**config.mk**
```make
export PLATFORM = sky130hd
export DESIGN_NAME = pc_fetch_unit
export DESIGN_NICKNAME = d
export VERILOG_FILES = /design/src/rtl/pc_fetch_unit.sv
export SDC_FILE = /design/constraint.sdc
export NUM_CORES = 1
export LEC_CHECK = 0
export BUFFER_PORTS_ARGS = -buffer_cell sky130_fd_sc_hd__buf_2
export CORE_ASPECT_RATIO = 0.6
export CORE_MARGIN = 1.5
export CORE_UTILIZATION = 35
export CTS_CLUSTER_SIZE = 10
export DETAILED_ROUTE_END_ITERATION = 10
export GPL_TIMING_DRIVEN = 0
export PLACE_DENSITY = 0.62
export SYNTH_ARGS = -nofsm -noshare
export SYNTH_HDL_FRONTEND = slang
export SYNTH_SLANG_ARGS = --single-unit
```
**constraint.sdc**
```tcl
create_clock -name Clk -period 4.6 [get_ports Clk]
set_input_delay 0.23 -clock Clk [delete_from_list [all_inputs] [get_ports Clk]]
set_output_delay 0.23 -clock Clk [all_outputs]
set_load 0.01 [all_outputs]
```
**src/rtl/pc_fetch_unit.sv**
```systemverilog
// PC register and single-outstanding instruction fetch sequencer.
// Optional macro PC_MISALIGN_TRAP_EN: trap misaligned PC loads to ERROR.
module pc_fetch_unit #(
  parameter logic [31:0] RESET_PC = 32'h0000_0000,
  parameter int unsigned TIMEOUT  = 15
) (
  input  logic        Clk,
  input  logic        Reset_n,
  input  logic [31:0] Next_PC,
  input  logic        Redirect,
  input  logic        Stall,
  output logic [31:0] PC_Plus4,
  output logic        Mem_Req,
  output logic [31:0] Mem_Addr,
  input  logic        Mem_Ack,
  input  logic [31:0] Mem_RData,
  output logic [31:0] Instr,
  output logic [31:0] Instr_PC,
  output logic        Instr_Valid,
  input  logic        Instr_Ready,
  output logic        Fetch_Err
);

  typedef enum logic [1:0] {
    IDLE  = 2'd0,
    REQ   = 2'd1,
    VALID = 2'd2,
    ERROR = 2'd3
  } state_t;

  localparam logic [7:0] CNT_LAST = 8'(TIMEOUT - 1);

  state_t      state, state_n;
  logic [31:0] pc, pc_n;
  logic [7:0]  cnt, cnt_n;
  logic [31:0] instr_n, instr_pc_n;
  logic [31:0] load_pc;
  logic        misalign;

`ifdef PC_MISALIGN_TRAP_EN
  assign misalign = |Next_PC[1:0];
  assign load_pc  = Next_PC;
`else
  assign misalign = 1'b0;
  assign load_pc  = Next_PC & ~32'h3;
`endif

  assign PC_Plus4    = pc + 32'd4;
  assign Mem_Addr    = pc;
  assign Mem_Req     = (state == REQ);
  assign Instr_Valid = (state == VALID);
  assign Fetch_Err   = (state == ERROR);

  always_comb begin
    state_n    = state;
    pc_n       = pc;
    cnt_n      = cnt;
    instr_n    = Instr;
    instr_pc_n = Instr_PC;
    if (Redirect) begin
      cnt_n = 8'd0;
      if (misalign) begin
        state_n = ERROR;
      end else begin
        pc_n    = load_pc;
        state_n = REQ;
      end
    end else begin
      unique case (state)
        IDLE: begin
          if (!Stall) state_n = REQ;
        end
        REQ: begin
          if (Mem_Ack) begin
            instr_n    = Mem_RData;
            instr_pc_n = pc;
            cnt_n      = 8'd0;
            state_n    = VALID;
          end else if (cnt == CNT_LAST) begin
            cnt_n   = 8'd0;
            state_n = ERROR;
          end else begin
            cnt_n = cnt + 8'd1;
          end
        end
        VALID: begin
          if (Instr_Ready && !Stall) begin
            if (misalign) begin
              state_n = ERROR;
            end else begin
              pc_n    = load_pc;
              state_n = REQ;
            end
          end
        end
        ERROR: ;
        default: state_n = IDLE;
      endcase
    end
  end

  always_ff @(posedge Clk or negedge Reset_n) begin
    if (!Reset_n) begin
      state    <= IDLE;
      pc       <= RESET_PC;
      cnt      <= 8'd0;
      Instr    <= 32'd0;
      Instr_PC <= 32'd0;
    end else begin
      state    <= state_n;
      pc       <= pc_n;
      cnt      <= cnt_n;
      Instr    <= instr_n;
      Instr_PC <= instr_pc_n;
    end
  end

endmodule

```
; ---- After elaboration in Yosys (flattened, before gate mapping)
; Cells that the tools add are included.
[op_classes]
addsub = 2
mul = 0
div = 0
n_lt_le_gt_ge = 0
eq_ne = 7
shifts = 0
muxes = 13
bitwise_logic = 1
n_reduce_logical = 10
[op_table]
columns = op, count
row1 = 32-bit two-way mux, 3
row2 = "32-bit by 3-bit adder with 32-bit output, second input constant", 1
row3 = 8-bit two-way mux, 4
row4 = 2-bit two-way mux, 5
row5 = "8-bit by 1-bit adder with 8-bit output, second input constant", 1
row6 = "8-bit by 4-bit equality test with 1-bit output, second input constant", 1
row7 = 2-bit case mux with 3 select lines, 1
row8 = 2-bit nonzero test, 3
row9 = "2-bit equality test, second input constant", 2
row10 = "4-bit by 2-bit inequality test with 1-bit output, second input constant", 1
row11 = 4-bit AND reduction, 1
row12 = 4-bit nonzero test, 1
row13 = "3-bit by 2-bit inequality test with 1-bit output, second input constant", 1
row14 = "3-bit inequality test, second input constant", 1
row15 = 3-bit AND reduction, 1
row16 = "2-bit by 1-bit equality test with 1-bit output, second input constant", 1
row17 = 2-bit zero test, 1
row18 = 2-bit AND reduction, 1
row19 = 1-bit logical AND, 1
row20 = 1-bit zero test, 1
row21 = 1-bit NOT, 1
[totals]
ff_bits = 106
latch_bits = 0
ram_bits = 0
rom_bits = 0
input_bits = 70
out_inout_bits = 131
mem_count = 0

; ---- Depth between registers and ports, before layout
[depth]
ltp_word = 5
depth_mapped = 6
depth_no_buf = 6

; ---- Least setup slack after synthesis
; Ideal clock, no wire load.
[synth_timing]
path_type = register to output
startpoint = register pc[2], in the netlist Mem_Addr[2]
endpoint = output PC_Plus4[18]
arrival_ps = 1729
required_time_ps = 4370
path_slack_ps = 2641
path_stages_with_launch = 7
path_buffers = 1
cell_sequence = dfrtp_1 -> ha_1 -> nand3_1 -> or3_1 -> buf_4 -> nor3_2 -> xor2_1
[synth_between]
elab_chain_len = 1
[synth_rtl]
columns = item, line_no
row1 = start: declaration, 34  ; logic [31:0] pc, pc_n;
row2 = start signal: assignment, 111  ; pc <= pc_n;
row3 = 32-bit by 3-bit adder with 32-bit output, 48  ; assign PC_Plus4 = pc + 32'd4;
row4 = end: declaration, 12  ; output logic [31:0] PC_Plus4,
; No other way between the ends.

; ---- Worst setup path in the final report
; Ends and elaborated chain as after synthesis.

==> flow_summary_export.csv <==
group,metric,value,unit
cts,cts_root_buf,"clkbuf_16",
synth,async_flop_share,100,%
setup_path,reg2reg_to,"cnt[5]",
synth,synthFlopType,"dfrtp_1",
cts,clkTransAtPathRegs,60,ps
floorplanning,fp-row-count,32,
timing,slew_headroom,59.1,%
global_route,grt_pass1_wl,18600,um
min_path,hold_depth,2,
synth,yosys_warnings,0,
setup_path,required,4370,ps
synth,synth_top_area_share,53.9,%
pwr,p_per_area,433,nW/um^2
setup_path,worstSetupEndpointType,"output port",
layout,fillers,1218,
cts,cts_buffers,9,
global_route,grt_start_max_net_pins,59,
timing,fin_crit_sh,56.5,%
synth,ys_ff_latch,102,
synth,synth_cell_types,46,
layout,drive_gt1_share,60.0,%
setup_path,critPathMaxStageDelay,480,ps
floorplanning,top_level_ports,201,
placed_design,dp_hpwl,9050,um
placed_design,port_buffers,192,
drt,drcViolationCount,26,
global_route,grt_antenna_before_repair,1,
cts,cts_tree,"yes",
timing,rsz0062_at_grt,"no",
drt,viasPerCell,4.69,
layout,area_delta_synth_final,31.7,%
drt,drt_pass1_iterations,8,
timing,setup_violations,0,
setup_path,reg2reg_depth,6,
timing,final_hold_viol_count,0,
setup_path,ff2ff_setup_slack,2590,ps
cts,clockBufferDepth,2,
drt,drtIter0Drc,127,
setup_path,crit_type,"reg -> out",
min_path,hold_class,"in -> reg",
placed_design,dp_worst_setup_slack,2360,ps
floorplanning,die_y,93.1,um
min_path,worstHoldStart,"Mem_Ack",
synth,synthTopCellsByCount,"102 x dfrtp_1, 92 x mux2_2, 18 x xnor2_1",
setup_path,r2r-start,"cnt[0]",
outcome,status,"complete, but fails checks",
timing,clock.fmax,385,MHz
drt,ant_nets,0,
synth,syn_inst,350,
synth,yosysSeqAreaShare,53.9,%
layout,utilization,48.0,%
floorplanning,initial_core_util,36.4,%
global_route,grt_overflow,0,
synth,syn_area_per_cell,13.5,um^2
timing,fin_skew,7.52,ps
global_route,first_global_vias,3560,
setup_path,arrival,2370,ps
synth,synthTopCellsByArea,"dfrtp_1 54%, mux2_2 22%, xnor2_1 3.3%, buf_4 2.1%, xor2_1 1.8%",
synth,synth_most_common_cell,"dfrtp_1",
timing,drv_slew,0,
floorplanning,die_w,153,um
drt,met3_length,981,um
setup_path,critPathMaxFanout,7,
drt,routed_wl,11700,um
timing,period_needed,2600,ps
outcome,violations,"design-rule violations",
drt,top_layer_used,"met4",
timing,worstMarginPinSlew,614,ps
global_route,grt_usage,16.8,%
layout,fin_nets,633,
floorplanning,die_area,14300,um^2
cts,htree_num_levels,3,
timing,tns,0,ps
synth,syn-cell-area,4740,um^2
placed_design,finalWeightedCongestion,0.789,
setup_path,worstPathCellList,"ha_1 > nand3_1 > or3_1 > buf_4 > nor3_2 > xor2_1 > buf_2",
pwr,p_leak,2.94,nW
synth,synth_edf_count,0,
floorplanning,core_region_area,13000,um^2
min_path,hold_end,"state[0]",
setup_path,crit_path_start_kind,"register",
drt,met1_length,5440,um
synth,synth_area_leader_cell,"dfrtp_1",
pwr,peakVddDrop,194,uV
cts,clock_sinks,102,
cts,insertion_delay,340,ps
run,maxCapViolations,0,
drt,wl_per_cell,15.9,um
timing,worst_slack,2000,ps
drt,wl_met2,5180,um
drt,num_vias,3450,
setup_path,cp_slowest_cell,"dfrtp_1",
metal layers:
layer  vias to the layer above  global-route usage [%]
li1                       1651                       -
met1                      1672                    22.4
met2                       120                    26.1
met3                         7                    6.30
met4                         0                    3.43
met5                         -                       0
logic make-up (layout without fill, tap and decap cells):
group	after synthesis	after routing	synth area share, %
xor gates and xnor gates	28	28	5.18
DFF	102	102	53.9
adders and majority gates	3	3	0.792
and+or+nand+nor	76	76	11.2
AOI/OAI and AO/OA	21	21	3.70
other	1	7	0.0791
muxes	92	92	21.9
buffers and inverters	27	237	3.30
stage by stage:
stage	instance area [um^2]	instances	hold WS, ps	power [W]
after floorplan	4760	355	-65.6	0.00166
after global placement	5930	717	429	0.00201
after detailed placement	5960	718	278	0.00204
after CTS	6240	735	72.3	0.00275
after global routing	6240	735	80.2	0.00286
final	6240	736	80.5	0.00271
power breakdown:
group / total, W / internal [W] / switching, W
logic: 0.000752 / 0.000391 / 0.000361
clock network: 0.000699 / 0.000371 / 0.000328
registers: 0.00125 / 0.00111 / 0.000149
total: 0.00271 / 0.00187 / 0.000837
how the worst max path moves through the flow:
stage           startpoint            to  cells after the start
4_1_cts        Mem_Addr[2]  PC_Plus4[18]                      7
2_1_floorplan  Mem_Addr[2]  PC_Plus4[18]                      6
6_report       Mem_Addr[2]  PC_Plus4[18]                      7
3_5_place_dp   Mem_Addr[2]  PC_Plus4[18]                      7
3_3_place_gp       Reset_n     Instr[14]                      1
5_1_grt        Mem_Addr[2]  PC_Plus4[18]                      7
what timing repair did:
item | in CTS | in global routing
hold endpoints to repair | 44 | 0
resized for setup | 0 | 0
hold buffers | 1 | 0
setup buffers | 0 | 0
cell usage in the layout, fill, tap and decap left out, types with 3 or more instances in the layout:
cell type / n
buf_4: 14
ha_1: 3
inv_1: 9
nand4_1: 6
buf_2: 196
clkbuf_1: 3
xnor2_1: 18
nor2_1: 10
or2_2: 3
nor2b_1: 4
nand3_1: 11
dfrtp_1: 102
nor4_2: 3
or3_1: 3
clkbuf_16: 9
nor3_1: 3
a21oi_1: 5
xor2_1: 10
nand2_1: 13
conb_1: 6
mux2_2: 92
layout make-up:
cell class	count	area [um^2]	share of cell area (%)
Buffer	18	123	1.96
Timing Repair Buffer	194	1000	16.0
Antenna cell	1	2.50	0.0401
Clock inverter	4	32.5	0.521
Tap cell	170	213	3.41
Inverter	9	33.8	0.541
Sequential cell	102	2550	40.9
Multi-Input combinational cell	226	2050	32.8
Clock buffer	12	236	3.79
sequential cells by signal, summed over array words and instances, names as in the netlist:
register,flops
Instr_PC,30
Instr,32
cnt,8
state,2
Mem_Addr,30
critical path, delay by kind of cell, from the launching register on:
family,cells,cell delay (ps)
fa+ha+maj,1,230
xor+xnor,1,180
flops,1,480
simple gates,3,800
buf+inv,2,340
Power figures use the tool's default switching activity.
